--- src/rtl/spi_adc_responder_pkg.sv ---
`default_nettype none
// +----------------------------------------------------------------------+
// | spi_adc_responder_pkg: shared SPI mode, width and state definitions   |
// | Rev 1.0                                                              |
// +----------------------------------------------------------------------+
package spi_adc_responder_pkg;

    localparam int SPI_CPOL          = 0;
    localparam int SPI_CPHA          = 1;
    localparam int DEFAULT_WORD_BITS = 16;
    localparam int MIN_SYNC_STAGES   = 2;

    localparam logic [DEFAULT_WORD_BITS-1:0] DEFAULT_RESP_IDLE = 16'h0000;

    typedef enum logic [0:0] {
        ST_IDLE   = 1'b0,
        ST_ACTIVE = 1'b1
    } state_t;

    function automatic logic [7:0] sat_inc8(input logic [7:0] value);
        return (value == 8'hFF) ? value : value + 8'd1;
    endfunction

endpackage
`default_nettype wire

--- src/rtl/spi_input_sync.sv ---
`default_nettype none
// +----------------------------------------------------------------------+
// | spi_input_sync: N-stage synchronizer with rise/fall pulse outputs     |
// | Rev 1.0                                                              |
// +----------------------------------------------------------------------+
module spi_input_sync
    import spi_adc_responder_pkg::*;
#(
    parameter int STAGES = 2
) (
    input  logic clk,
    input  logic rst,
    input  logic din,
    output logic sync_out,
    output logic rise,
    output logic fall
);

    localparam int N_STAGES = (STAGES < MIN_SYNC_STAGES) ? MIN_SYNC_STAGES : STAGES;

    logic [N_STAGES-1:0] chain;
    logic                hist;

    // Chain and history clear to 0: a CS_N held low through reset release
    // then never looks like a falling edge, so a frame needs CS seen high first.
    always_ff @(posedge clk or posedge rst) begin
        if (rst) begin
            chain <= '0;
            hist  <= 1'b0;
        end else begin
            chain <= {chain[N_STAGES-2:0], din};
            hist  <= chain[N_STAGES-1];
        end
    end

    assign sync_out = chain[N_STAGES-1];
    assign rise     = sync_out & ~hist;
    assign fall     = ~sync_out & hist;

endmodule
`default_nettype wire

--- src/rtl/spi_adc_responder.sv ---
`default_nettype none
// +----------------------------------------------------------------------+
// | spi_adc_responder: SPI mode-1 responder emulating the ADC far end     |
// | Rev 1.0                                                              |
// +----------------------------------------------------------------------+
module spi_adc_responder
    import spi_adc_responder_pkg::*;
#(
    parameter int                   WORD_BITS   = DEFAULT_WORD_BITS,
    parameter logic [WORD_BITS-1:0] RESP_IDLE   = WORD_BITS'(DEFAULT_RESP_IDLE),
    parameter int                   SYNC_STAGES = 2
) (
    input  logic                 system_clock,
    input  logic                 reset,
    input  logic                 spi_cs_n,
    input  logic                 spi_sclk,
    input  logic                 spi_mosi,
    output logic                 spi_miso,
    output logic                 spi_miso_oe,
    input  logic [WORD_BITS-1:0] tx_word,
    input  logic                 tx_valid,
    output logic                 tx_ready,
    output logic [WORD_BITS-1:0] rx_word,
    output logic                 rx_valid,
    output logic                 frame_error,
    output logic                 busy,
    output logic [7:0]           bit_count
);

    localparam logic [7:0] WORD_CNT       = 8'(WORD_BITS);
    localparam bit         SAMPLE_ON_RISE = (SPI_CPOL == SPI_CPHA);

    logic cs_rise, cs_fall, sclk_rise, sclk_fall, mosi_sync;
    logic cs_level_unused, sclk_level_unused, mosi_rise_unused, mosi_fall_unused;

    spi_input_sync #(.STAGES(SYNC_STAGES)) u_sync_cs (
        .clk      (system_clock),
        .rst      (reset),
        .din      (spi_cs_n),
        .sync_out (cs_level_unused),
        .rise     (cs_rise),
        .fall     (cs_fall)
    );

    spi_input_sync #(.STAGES(SYNC_STAGES)) u_sync_sclk (
        .clk      (system_clock),
        .rst      (reset),
        .din      (spi_sclk),
        .sync_out (sclk_level_unused),
        .rise     (sclk_rise),
        .fall     (sclk_fall)
    );

    spi_input_sync #(.STAGES(SYNC_STAGES)) u_sync_mosi (
        .clk      (system_clock),
        .rst      (reset),
        .din      (spi_mosi),
        .sync_out (mosi_sync),
        .rise     (mosi_rise_unused),
        .fall     (mosi_fall_unused)
    );

    state_t               state, state_next;
    logic                 pend_full;
    logic [WORD_BITS-1:0] pend_word;
    logic [WORD_BITS-1:0] shift_out;
    logic [WORD_BITS-1:0] shift_in;
    logic [WORD_BITS-1:0] load_word;
    logic                 launch_edge, sample_edge, overrun;

    assign launch_edge = SAMPLE_ON_RISE ? sclk_fall : sclk_rise;
    assign sample_edge = SAMPLE_ON_RISE ? sclk_rise : sclk_fall;
    assign overrun     = (bit_count >= WORD_CNT);
    assign load_word   = pend_full ? pend_word : RESP_IDLE;
    assign tx_ready    = ~pend_full;
    assign busy        = (state == ST_ACTIVE);

    always_ff @(posedge system_clock or posedge reset) begin
        if (reset) begin
            state <= ST_IDLE;
        end else begin
            state <= state_next;
        end
    end

    // MISO is combinational so the MSB appears on the CS-fall detection
    // cycle and the line is released on the CS-rise detection cycle.
    always_comb begin
        state_next  = state;
        spi_miso_oe = 1'b0;
        spi_miso    = 1'b0;
        case (state)
            ST_IDLE: begin
                if (cs_fall) begin
                    state_next  = ST_ACTIVE;
                    spi_miso_oe = 1'b1;
                    spi_miso    = load_word[WORD_BITS-1];
                end
            end
            ST_ACTIVE: begin
                if (cs_rise) begin
                    state_next = ST_IDLE;
                end else begin
                    spi_miso_oe = 1'b1;
                    spi_miso    = overrun ? 1'b0 : shift_out[WORD_BITS-1];
                end
            end
            default: state_next = ST_IDLE;
        endcase
    end

    always_ff @(posedge system_clock or posedge reset) begin
        if (reset) begin
            pend_full   <= 1'b0;
            pend_word   <= '0;
            shift_out   <= '0;
            shift_in    <= '0;
            bit_count   <= '0;
            rx_word     <= '0;
            rx_valid    <= 1'b0;
            frame_error <= 1'b0;
        end else begin
            rx_valid    <= 1'b0;
            frame_error <= 1'b0;

            // Accept and consume are exclusive: accept needs an empty buffer.
            if (tx_valid && !pend_full) begin
                pend_full <= 1'b1;
                pend_word <= tx_word;
            end

            case (state)
                ST_IDLE: begin
                    if (cs_fall) begin
                        shift_out <= load_word;
                        shift_in  <= '0;
                        bit_count <= '0;
                        if (pend_full) begin
                            pend_full <= 1'b0;
                        end
                    end
                end
                ST_ACTIVE: begin
                    if (cs_rise) begin
                        if (bit_count == WORD_CNT) begin
                            rx_word  <= shift_in;
                            rx_valid <= 1'b1;
                        end else begin
                            frame_error <= 1'b1;
                        end
                    end else begin
                        // The MSB is already on the wire, so the first launch edge holds it.
                        if (launch_edge && (bit_count != 8'd0)) begin
                            shift_out <= {shift_out[WORD_BITS-2:0], 1'b0};
                        end
                        if (sample_edge) begin
                            if (!overrun) begin
                                shift_in <= {shift_in[WORD_BITS-2:0], mosi_sync};
                            end
                            bit_count <= sat_inc8(bit_count);
                        end
                    end
                end
                default: ;
            endcase
        end
    end

endmodule
`default_nettype wire
--- config.mk ---
export PLATFORM = sky130hd
export DESIGN_NAME = spi_adc_responder
export DESIGN_NICKNAME = d
export VERILOG_FILES = /design/src/rtl/spi_adc_responder_pkg.sv /design/src/rtl/spi_input_sync.sv /design/src/rtl/spi_adc_responder.sv
export SDC_FILE = /design/constraint.sdc
export NUM_CORES = 1
export LEC_CHECK = 0
export BUFFER_PORTS_ARGS = -buffer_cell sky130_fd_sc_hd__buf_2
export CAP_MARGIN = 20
export CORE_ASPECT_RATIO = 0.8
export CORE_MARGIN = 8
export CORE_UTILIZATION = 35
export CTS_CLUSTER_SIZE = 12
export DETAILED_ROUTE_END_ITERATION = 8
export PLACE_DENSITY = 0.56
export SLEW_MARGIN = 20
export SYNTH_ARGS = -nofsm -noshare
export SYNTH_HDL_FRONTEND = slang
export SYNTH_SLANG_ARGS = --single-unit
--- constraint.sdc ---
create_clock -name system_clock -period 2.6 [get_ports system_clock]
set_clock_uncertainty 0.2 [all_clocks]
set_input_delay 0 -clock system_clock [delete_from_list [all_inputs] [get_ports system_clock]]
set_output_delay 0 -clock system_clock [all_outputs]
set_load 0.01 [all_outputs]
==> results of run 1 <==
==> worst min-delay path by stage <==
| stage | start | end | slack, ns | depth (start not counted) |
|---|---|---|---|---|
| 2_1_floorplan | spi_cs_n | u_sync_cs.chain[0]$_DFF_PP0_ | -0.17 | 0 |
| 4_1_cts | reset | u_sync_cs.chain[0]$_DFF_PP0_ | 0.06 | 3 |
| 6_report | reset | pend_word[4]$_DFFE_PP0P_ | 0.04 | 3 |
| 3_3_place_gp | reset | u_sync_cs.chain[0]$_DFF_PP0_ | -0.14 | 2 |
| 5_1_grt | reset | pend_word[5]$_DFFE_PP0P_ | 0.10 | 3 |
| 3_5_place_dp | reset | rx_word[10]$_DFFE_PP0P_ | -0.13 | 2 |
==> final cells by class <==
cell class,count,share of cell area (%)
inverter,25,2.057
clock inverter,6,2.409
timing repair buffer,77,10.83
clock buffer,10,5.169
sequential,84,45.49
tap,140,3.789
multi-input combinational,185,30.26
==> synth_stat cells, drive strengths merged (2+ instances only) <==
cell type	number	area (sq um)
and3	2	12.51
buf	10	78.82
ha	2	25.02
nor3	3	15.01
a21oi	3	15.01
o21ai	19	95.09
nor2b	2	12.51
inv	25	93.84
nor3b	2	26.28
nand4	2	12.51
clkbuf	5	18.77
a31oi	2	18.77
mux2i	18	180.2
dfrtp	84	2102
nand2	53	198.9
mux2	48	578.1
or4	2	15.01
nor2	5	18.77
a21o	2	15.01
o31ai	2	15.01
nand3	7	40.04
==> cell families after synthesis <==
| kind of cell | after synthesis |
|---|---|
| multiplexers | 66 |
| AND/OR/NAND/NOR | 85 |
| flip-flops | 84 |
| buffers and inverters | 40 |
| adder cells (fa/ha/maj) | 2 |
| AO/OA/AOI/OAI | 32 |
==> cell usage in the layout, fill, tap and decap left out, drive strengths merged, types with 3 or more instances in the layout <==
| cell type | instances |
|---|---|
| mux2 | 48 |
| bufinv | 3 |
| mux2i | 18 |
| dfrtp | 84 |
| clkinv | 3 |
| a21oi | 3 |
| nor3 | 3 |
| o21ai | 19 |
| nand3 | 7 |
| clkbuf | 10 |
| nand2 | 53 |
| nor2 | 5 |
| buf | 57 |
| inv | 24 |
| dlygate4sd3 | 20 |
==> sequential cells by signal (all words and copies together), names as in the netlist <==
name and count:
bit_count 8, busy 1, frame_error 1, pend_full 1, pend_word 16, rx_valid 1
rx_word 16, shift_in 16, shift_out 16, u_sync_cs.chain 2, u_sync_cs.hist 1, u_sync_mosi.chain 2
u_sync_sclk.chain 2, u_sync_sclk.hist 1
==> worst max-delay path, delay by kind of cell (launching register included) <==
family | cells | cell delay (ns)
DFF | 1 | 0.38
and+or+nand+nor | 2 | 0.21
AOI/OAI and AO/OA | 1 | 0.77
adders and majority gates | 1 | 0.19
buffers and inverters | 1 | 0.09
muxes | 1 | 0.41
==> where the power goes <==
| part | internal (W) | total, W | switching [W] |
|---|---|---|---|
| sequential | 0.00160 | 0.00180 | 0.000205 |
| combinational | 0.000461 | 0.000828 | 0.000367 |
| clock | 0.000964 | 0.00146 | 0.000499 |
| total | 0.00302 | 0.00409 | 0.00107 |
==> per-layer routing <==
layer / share of wire (%) / track usage [%]
met4: 1.1 / 3.925
met1: 50 / 14.12
met3: 3.7 / 2.723
met2: 46 / 17.70
met5: 0 / 0
==> stage by stage <==
stage / std cells / utilization (%)
2_1_floorplan: 309 / -
3_3_place_gp: 491 / 39.61
3_5_place_dp: 491 / 39.61
4_1_cts: 527 / 44.97
5_1_grt: 527 / 44.97
6_report: 527 / 44.97
==> impl_metrics.yaml, run 1 <==
synthesis:
  synth.distinct_cells: 40
  netlist_instances: 309
  synth_top_family_by_area: "multiplexers"
  synth_compound_area_share_pct: 5.320
  synth_adder_area_share_pct: 0.6777
  synth-seq-cells: 84
  synth_edf_count: 0
  synth_simple_gate_area_share_pct: 11.35
  async_reset_ff_share_pct: 100.0
  syn_avg_cell_area_sq_um: 11.95
  synth_xor_area_share_pct: 0
  muxShareOfSynthArea_pct: 20.54
  synthFlopType: "dfrtp_1"
  synth-seq-area-share_pct: 56.93
  synth_nets: 333
  yosys_warnings: 0
  syn_area_sq_um: 3692
power:
  power_w: 0.004095
  vdd_drop_max_uv: 414.8
  powerDensity_nw_per_um2: 885.7
  leakagePower_nw: 2.296
floorplanning:
  die-area_sq_um: 14110
  die_w_um: 130.8
  dieHeight_um: 107.9
  start_util_pct: 35.91
  coreArea_sq_um: 10280
  row_count: 33
  ios: 52
global_route:
  antenna_found_initial: 0
  grt_pass1_vias: 2512
  track_usage_pct: 11.02
  grt_pass1_wl_um: 12510
  overflow: 0
  grt_max_degree: 33
sta:
  fmax_mhz: 422.9
  tns_ns: 0
  rsz0062_at_grt: "false"
  worst_slack_ns: 0.2356
  finalCritPeriodShare_pct: 90.94
  hold_ws_ns: 0.04133
  slew_viol_final: 0
  worst_pin_slew_ns: 0.8867
  period_minus_slack_ns: 2.364
  setup_viol: 0
  maxSlewHeadroom_pct: 40.89
  hold_viol_final: 0
worst_setup_path:
  worstSetupEndpoint: "shift_out[8]$_DFFE_PP0P_"
  worst_setup_path_end_kind: "register"
  crit_required_ns: 2.61
  path_class: "reg -> reg"
  startpoint_type: "register"
  rr_startpoint: "bit_count[0]$_DFFE_PP0P_"
  critPathMaxStageDelay_ns: 0.77
  startpoint: "bit_count[0]$_DFFE_PP0P_"
  rr_worst_depth: 6
  path_cells: "inv_1, ha_1, nor3b_1, nand2_1, a41o_1, mux2_2"
  critPathSlowestCell: "a41o_1"
  rr_endpoint: "shift_out[8]$_DFFE_PP0P_"
  r2r_setup_slack_ns: 0.24
  critical_path_peak_fanout: 16
  arrival_ns: 2.37
placed_design:
  place_area_sq_um: 4073
  gp_congestion: 0.7566
  portBuffers: 51
  pre_cts_ws_ns: 0.2161
  dp_hpwl_um: 4924
finish:
  fillers: 976
  area_growth_syn_to_layout_pct: 25.21
  layout.nets: 406
  diodes: 0
  final_area_sq_um: 4623
  multi_input_area_sq_um: 1399
  drive_above_1_share_pct: 32.82
  seqCellArea_sq_um: 2103
job:
  drv_cap: 0
routing:
  drtIter0Drc: 117
  vias_per_cell: 4.619
  wl_um: 7205
  final_antenna_net_count: 0
  drt_first_pass_iters: 4
  num_vias: 2434
  post_drt_wl_per_cell_um: 13.67
  drc: 0
clock_tree:
  tritoncts: "yes"
  clockRootBuffer: "clkbuf_16"
  htreeDepth: 3
  clkTransAtPathRegs_ns: 0.06
  clk_latency_ns: 0.33
  post_cts_resized: 0
  post-cts-setup-buffer-count: 0
  cts_buffers: 9
  clock_path_buffers: 2
  holdBufCountCts: 20
  cts_sinks: 84
status:
  status: "finished, final reports clean"
min_path:
  min_path_type: "in -> async"
(Power assumes the default switching activity.)
==> run 2, diff against run 1 <==
--- a/config.mk
+++ b/config.mk
@@ -16,4 +16,5 @@
 export SLEW_MARGIN = 20
 export SYNTH_ARGS = -nofsm -noshare
 export SYNTH_HDL_FRONTEND = slang
+export SYNTH_HIERARCHICAL = 1
 export SYNTH_SLANG_ARGS = --single-unit
==> run 2 against run 1 <==
Count of clock-buffer cells in the layout grew 2. Combinational power shrank 2%. Utilization shrank 0.15 points. Register-to-register slack lost 0.02 ns. Synthesized area shrank 1.8%. Hold slack gained 0.0030 ns. Via count grew 1.6%. Die area shrank 1.5%. Synthesized cell count grew 1.9%. Sequential power shrank 3%. Highest routed layer unchanged. Critical path depth grew 1.
==> impl_metrics.yaml, run 2 <==
status:
  status: "finished, final reports clean"
sta:
  slew_viol_final: 0
  rsz0062_at_grt: "false"
  maxSlewHeadroom_pct: 54.83
  finalCritPeriodShare_pct: 91.71
  fmax_mhz: 419.4
  worst_pin_slew_ns: 0.6705
  period_minus_slack_ns: 2.384
  hold_viol_final: 0
  setup_viol: 0
  tns_ns: 0
global_route:
  track_usage_pct: 11.55
  overflow: 0
  grt_max_degree: 52
  antenna_found_initial: 0
  grt_pass1_wl_um: 12660
  grt_pass1_vias: 2569
placed_design:
  gp_congestion: 0.8358
  portBuffers: 51
  dp_hpwl_um: 5019
routing:
  vias_per_cell: 4.621
  num_vias: 2472
  post_drt_wl_per_cell_um: 13.71
  wl_um: 7336
  drc: 0
  final_antenna_net_count: 0
  drt_first_pass_iters: 4
  drtIter0Drc: 143
floorplanning:
  die-area_sq_um: 13900
  dieHeight_um: 107.1
  ios: 52
  coreArea_sq_um: 10160
  die_w_um: 129.8
  row_count: 33
  start_util_pct: 35.71
synthesis:
  netlist_instances: 315
  syn_avg_cell_area_sq_um: 11.52
  syn_area_sq_um: 3627
  yosys_warnings: 6
  synth_nets: 339
clock_tree:
  clock_path_buffers: 2
  clkTransAtPathRegs_ns: 0.06
  post-cts-setup-buffer-count: 0
  clockRootBuffer: "clkbuf_16"
  holdBufCountCts: 21
  htreeDepth: 3
  clk_latency_ns: 0.33
  tritoncts: "yes"
  cts_sinks: 84
  post_cts_resized: 0
  cts_buffers: 9
power:
  vdd_drop_max_uv: 361.1
  powerDensity_nw_per_um2: 838.2
  seqPwrFrac_pct: 45.8
  p_int_w: 0.002787
  net-switching-power_w: 0.001028
  leakagePower_nw: 2.196
  p_sw_share_pct: 26.94
  comb_power_share_pct: 21.3
  power_w: 0.003816
  p_clk_share_pct: 32.9
finish:
  drive_above_1_share_pct: 32.66
  layout_common_cells: "84 x dfrtp_1, 66 x nand2_1, 51 x buf_2"
  area_growth_syn_to_layout_pct: 25.49
  fin_util_pct: 44.81
  layout.nets: 415
  diodes: 0
  final_common_cell: "dfrtp_1"
min_path:
  hold_depth: 4
  hold_start: "tx_valid"
  min_delay_worst_endpoint: "pend_word[10]$_DFFE_PP0P_"
  min_path_type: "in -> reg"
worst_setup_path:
  worst_setup_path_end_kind: "register"
  startpoint_type: "register"
  rr_worst_depth: 7
  rr_startpoint: "bit_count[0]$_DFFE_PP0P_"
  arrival_ns: 2.41
  rr_endpoint: "shift_out[6]$_DFFE_PP0P_"
  critical_path_peak_fanout: 15
  crit_required_ns: 2.62
  r2r_setup_slack_ns: 0.22
  path_class: "reg -> reg"
job:
  drv_cap: 0
-- run 2: cell type report --
type / instances / area [sq um]
Fill cell: 982 / 5605
Sequential cell: 84 / 2102
Multi-Input combinational cell: 201 / 1371
Timing Repair Buffer: 81 / 558.0
Clock buffer: 12 / 246.5
Tap cell: 140 / 175.2
Inverter: 14 / 52.55
Clock inverter: 3 / 46.29
-- run 2: worst max-delay path by stage --
stage	slack, ns	end	depth (start not counted)	from
final	0.22	shift_out[6]$_DFFE_PP0P_	7	bit_count[0]$_DFFE_PP0P_
after floorplan	0.28	shift_out[11]$_DFFE_PP0P_	8	bit_count[0]$_DFFE_PP0P_
after CTS	0.21	shift_out[8]$_DFFE_PP0P_	7	bit_count[0]$_DFFE_PP0P_
after detailed placement	0.22	shift_out[8]$_DFFE_PP0P_	7	bit_count[0]$_DFFE_PP0P_
after global placement	0.27	shift_out[10]$_DFFE_PP0P_	7	bit_count[0]$_DFFE_PP0P_
after global routing	0.09	shift_out[9]$_DFFE_PP0P_	7	bit_count[1]$_DFFE_PP0P_
-- run 2: critical path: stages, from the launching register on --
cell and delay (ns):
dfrtp_1 0.42, inv_1 0.08, ha_1 0.13, or3b_2 0.49, o2111ai_2 0.23, and2_1 0.21
buf_12 0.17, mux2_2 0.34
-- run 2: power by group through the flow --
stage / combinational [W] / clock [W] / sequential, W
2_1_floorplan: 0.000621 / 0 / 0.00172
4_1_cts: 0.000830 / 0.00130 / 0.00175
5_1_grt: 0.000923 / 0.00136 / 0.00179
6_report: 0.000812 / 0.00126 / 0.00175
3_5_place_dp: 0.000805 / 0 / 0.00177
3_3_place_gp: 0.000786 / 0 / 0.00176
-- run 2: layer usage --
| metal | vias up | part of all wire [%] | global-route usage (%) |
|---|---|---|---|
| li1 | 1229 | - | - |
| met1 | 1183 | 49 | 14.95 |
| met2 | 51 | 44 | 17.40 |
| met3 | 9 | 5.2 | 3.571 |
| met4 | 0 | 2.0 | 5.211 |
| met5 | - | 0 | 0 |
-- run 2: through the flow --
stage                     instance area [sq um]  instances  hold slack, ns  setup WS [ns]
after global routing                       4552        535         0.06825        0.09306
final                                      4552        535         0.04432         0.2156
after floorplan                            3627        315         -0.4588         0.2841
after CTS                                  4552        535         0.03536         0.2077
after detailed placement                   4049        499         -0.3012         0.2154
after global placement                     4049        499         -0.3089         0.2733
==> run 3, diff against run 2 <==
==> constraint.sdc (replaced) <==
create_clock -name system_clock -period 2.6 [get_ports system_clock]
set_clock_uncertainty 0.2 [all_clocks]
set_input_delay 0.26 -clock system_clock [delete_from_list [all_inputs] [get_ports system_clock]]
set_output_delay 0.26 -clock system_clock [all_outputs]
set_load 0.01 [all_outputs]
==> run 3 against run 2 <==
Combinational power barely moved. Via count fell by 0.40%. Utilization barely moved. Routed wire length rose by 0.89%. Sequential cell count did not move. First-iteration DRC count fell by 8.4%. Fmax fell by 2.7%. Clock power barely moved. Largest cell class unchanged.
==> impl_metrics.yaml, run 3 (synthesized netlist as in run 2, its figures left out) <==
worst_setup_path:
  path_class: "reg -> out"
  critical_path_peak_fanout: 7
  crit_required_ns: 2.14
  worst_setup_path_end_kind: "output pin"
  arrival_ns: 1.99
  startpoint_type: "register"
global_route:
  grt_pass1_vias: 2593
  track_usage_pct: 11.60
  antenna_found_initial: 0
  grt_max_degree: 48
  overflow: 0
  grt_pass1_wl_um: 12730
sta:
  period_minus_slack_ns: 2.450
  fmax_mhz: 408.1
  maxSlewHeadroom_pct: 55.11
  setup_viol: 0
  hold_ws_ns: 0.1433
  tns_ns: 0
  rsz0062_at_grt: "false"
  slew_viol_final: 0
  finalCritPeriodShare_pct: 94.25
  hold_viol_final: 0
  worst_pin_slew_ns: 0.6663
power:
  net-switching-power_w: 0.001048
  p_clk_share_pct: 32.9
  powerDensity_nw_per_um2: 837.3
  leakagePower_nw: 2.200
  p_sw_share_pct: 27.51
  p_int_w: 0.002762
  vdd_drop_max_uv: 382.2
  power_w: 0.003810
  seqPwrFrac_pct: 45.8
  comb_power_share_pct: 21.3
status:
  status: "finished, final reports clean"
routing:
  final_antenna_net_count: 0
  wl_um: 7401
  vias_per_cell: 4.593
  drc: 0
  num_vias: 2462
  drt_first_pass_iters: 4
  drtIter0Drc: 131
  post_drt_wl_per_cell_um: 13.81
placed_design:
  dpl.cell_count: 500
  gp_congestion: 0.8130
  portBuffers: 51
  dp_hpwl_um: 5121
finish:
  layout_common_cells: "84 x dfrtp_1, 66 x nand2_1, 51 x buf_2"
  drive_above_1_share_pct: 33.33
  area_growth_syn_to_layout_pct: 25.46
  final_common_cell: "dfrtp_1"
  stdcell_count: 536
  diodes: 0
  layout.nets: 415
floorplanning:
  ios: 52
  die-area_sq_um: 13900
  start_util_pct: 35.71
  coreArea_sq_um: 10160
  die_w_um: 129.8
  row_count: 33
  dieHeight_um: 107.1
clock_tree:
  htreeDepth: 3
  tritoncts: "yes"
  clkTransAtPathRegs_ns: 0.06
  cts_buffers: 9
  clockRootBuffer: "clkbuf_16"
  post-cts-setup-buffer-count: 0
  clock_path_buffers: 2
  cts_sinks: 84
  clk_latency_ns: 0.34
min_path:
  min_path_type: "in -> async"
job:
  drv_cap: 0
run 3: cell count changes in the layout (fill, tap and decap cells not counted), sizes merged:
cell,previous run,this run
inv,15,14
buf,60,61
clkinv,0,4
clkbuf,12,10
dlygate4sd3,21,20
run 3: path summary, 6_finish.rpt:
| check | slack (ns) | startpoint | end | cells after the start |
|---|---|---|---|---|
| setup / recovery | 0.15 | bit_count[7]$_DFFE_PP0P_ | spi_miso | 3 |
| setup reg to reg | 0.22 | bit_count[0]$_DFFE_PP0P_ | shift_out[9]$_DFFE_PP0P_ | 7 |
| min in group system_clock | 0.15 | u_sync_sclk/chain[0]$_DFF_PP0_ | u_sync_sclk/chain[1]$_DFF_PP0_ | 0 |
| hold reg to reg | 0.15 | u_sync_sclk/chain[0]$_DFF_PP0_ | u_sync_sclk/chain[1]$_DFF_PP0_ | 0 |
| hold / removal | 0.14 | reset | u_sync_mosi/chain[0]$_DFF_PP0_ | 3 |
| max in group asynchronous | 1.06 | reset | shift_out[12]$_DFFE_PP0P_ | 4 |
run 3: power groups by stage:
stage	Combinational, W	Sequential, W	Clock, W
after floorplan	0.000621	0.00172	0
after global placement	0.000791	0.00176	0
after detailed placement	0.000807	0.00177	0
after CTS	0.000834	0.00175	0.00130
after global routing	0.000919	0.00179	0.00135
final	0.000811	0.00175	0.00125
run 3: per-stage QoR:
stage	instance area [sq um]	setup WS, ns	utilization [%]
after floorplan	3627	0.2017	-
after global placement	4056	0.2701	39.94
after detailed placement	4056	0.2041	39.94
after CTS	4551	0.1231	44.80
after global routing	4551	0.1112	44.80
final	4551	0.1495	44.80
run 3: final cells by class:
cell class | count | area [sq um]
clock inverter | 6 | 65.06
inverter | 14 | 52.55
sequential | 84 | 2102
multi-input combinational | 201 | 1371
clock buffer | 10 | 229.0
timing repair buffer | 81 | 555.5
tap | 140 | 175.2
fill | 969 | 5607
run 3: routing by layer:
| metal | up-vias | routed length (um) | global-route usage (%) | share of wire (%) |
|---|---|---|---|---|
| li1 | 1231 | - | - | - |
| met4 | 0 | 184 | 6.121 | 2.5 |
| met5 | - | 0 | 0 | 0 |
| met1 | 1159 | 3572 | 14.69 | 48 |
| met2 | 58 | 3252 | 17.29 | 44 |
| met3 | 14 | 391 | 3.819 | 5.3 |
run 3: worst max-delay path, stage by stage, from the launching register on:
cell and delay, ns:
dfrtp_1 0.45, or4_4 0.57, o41ai_1 0.41, buf_2 0.22
run 3: what timing repair did:
action / in CTS / in global routing
resized for setup: 0 / 0
hold buffers: 20 / 0
endpoints found under the hold margin: 55 / 0
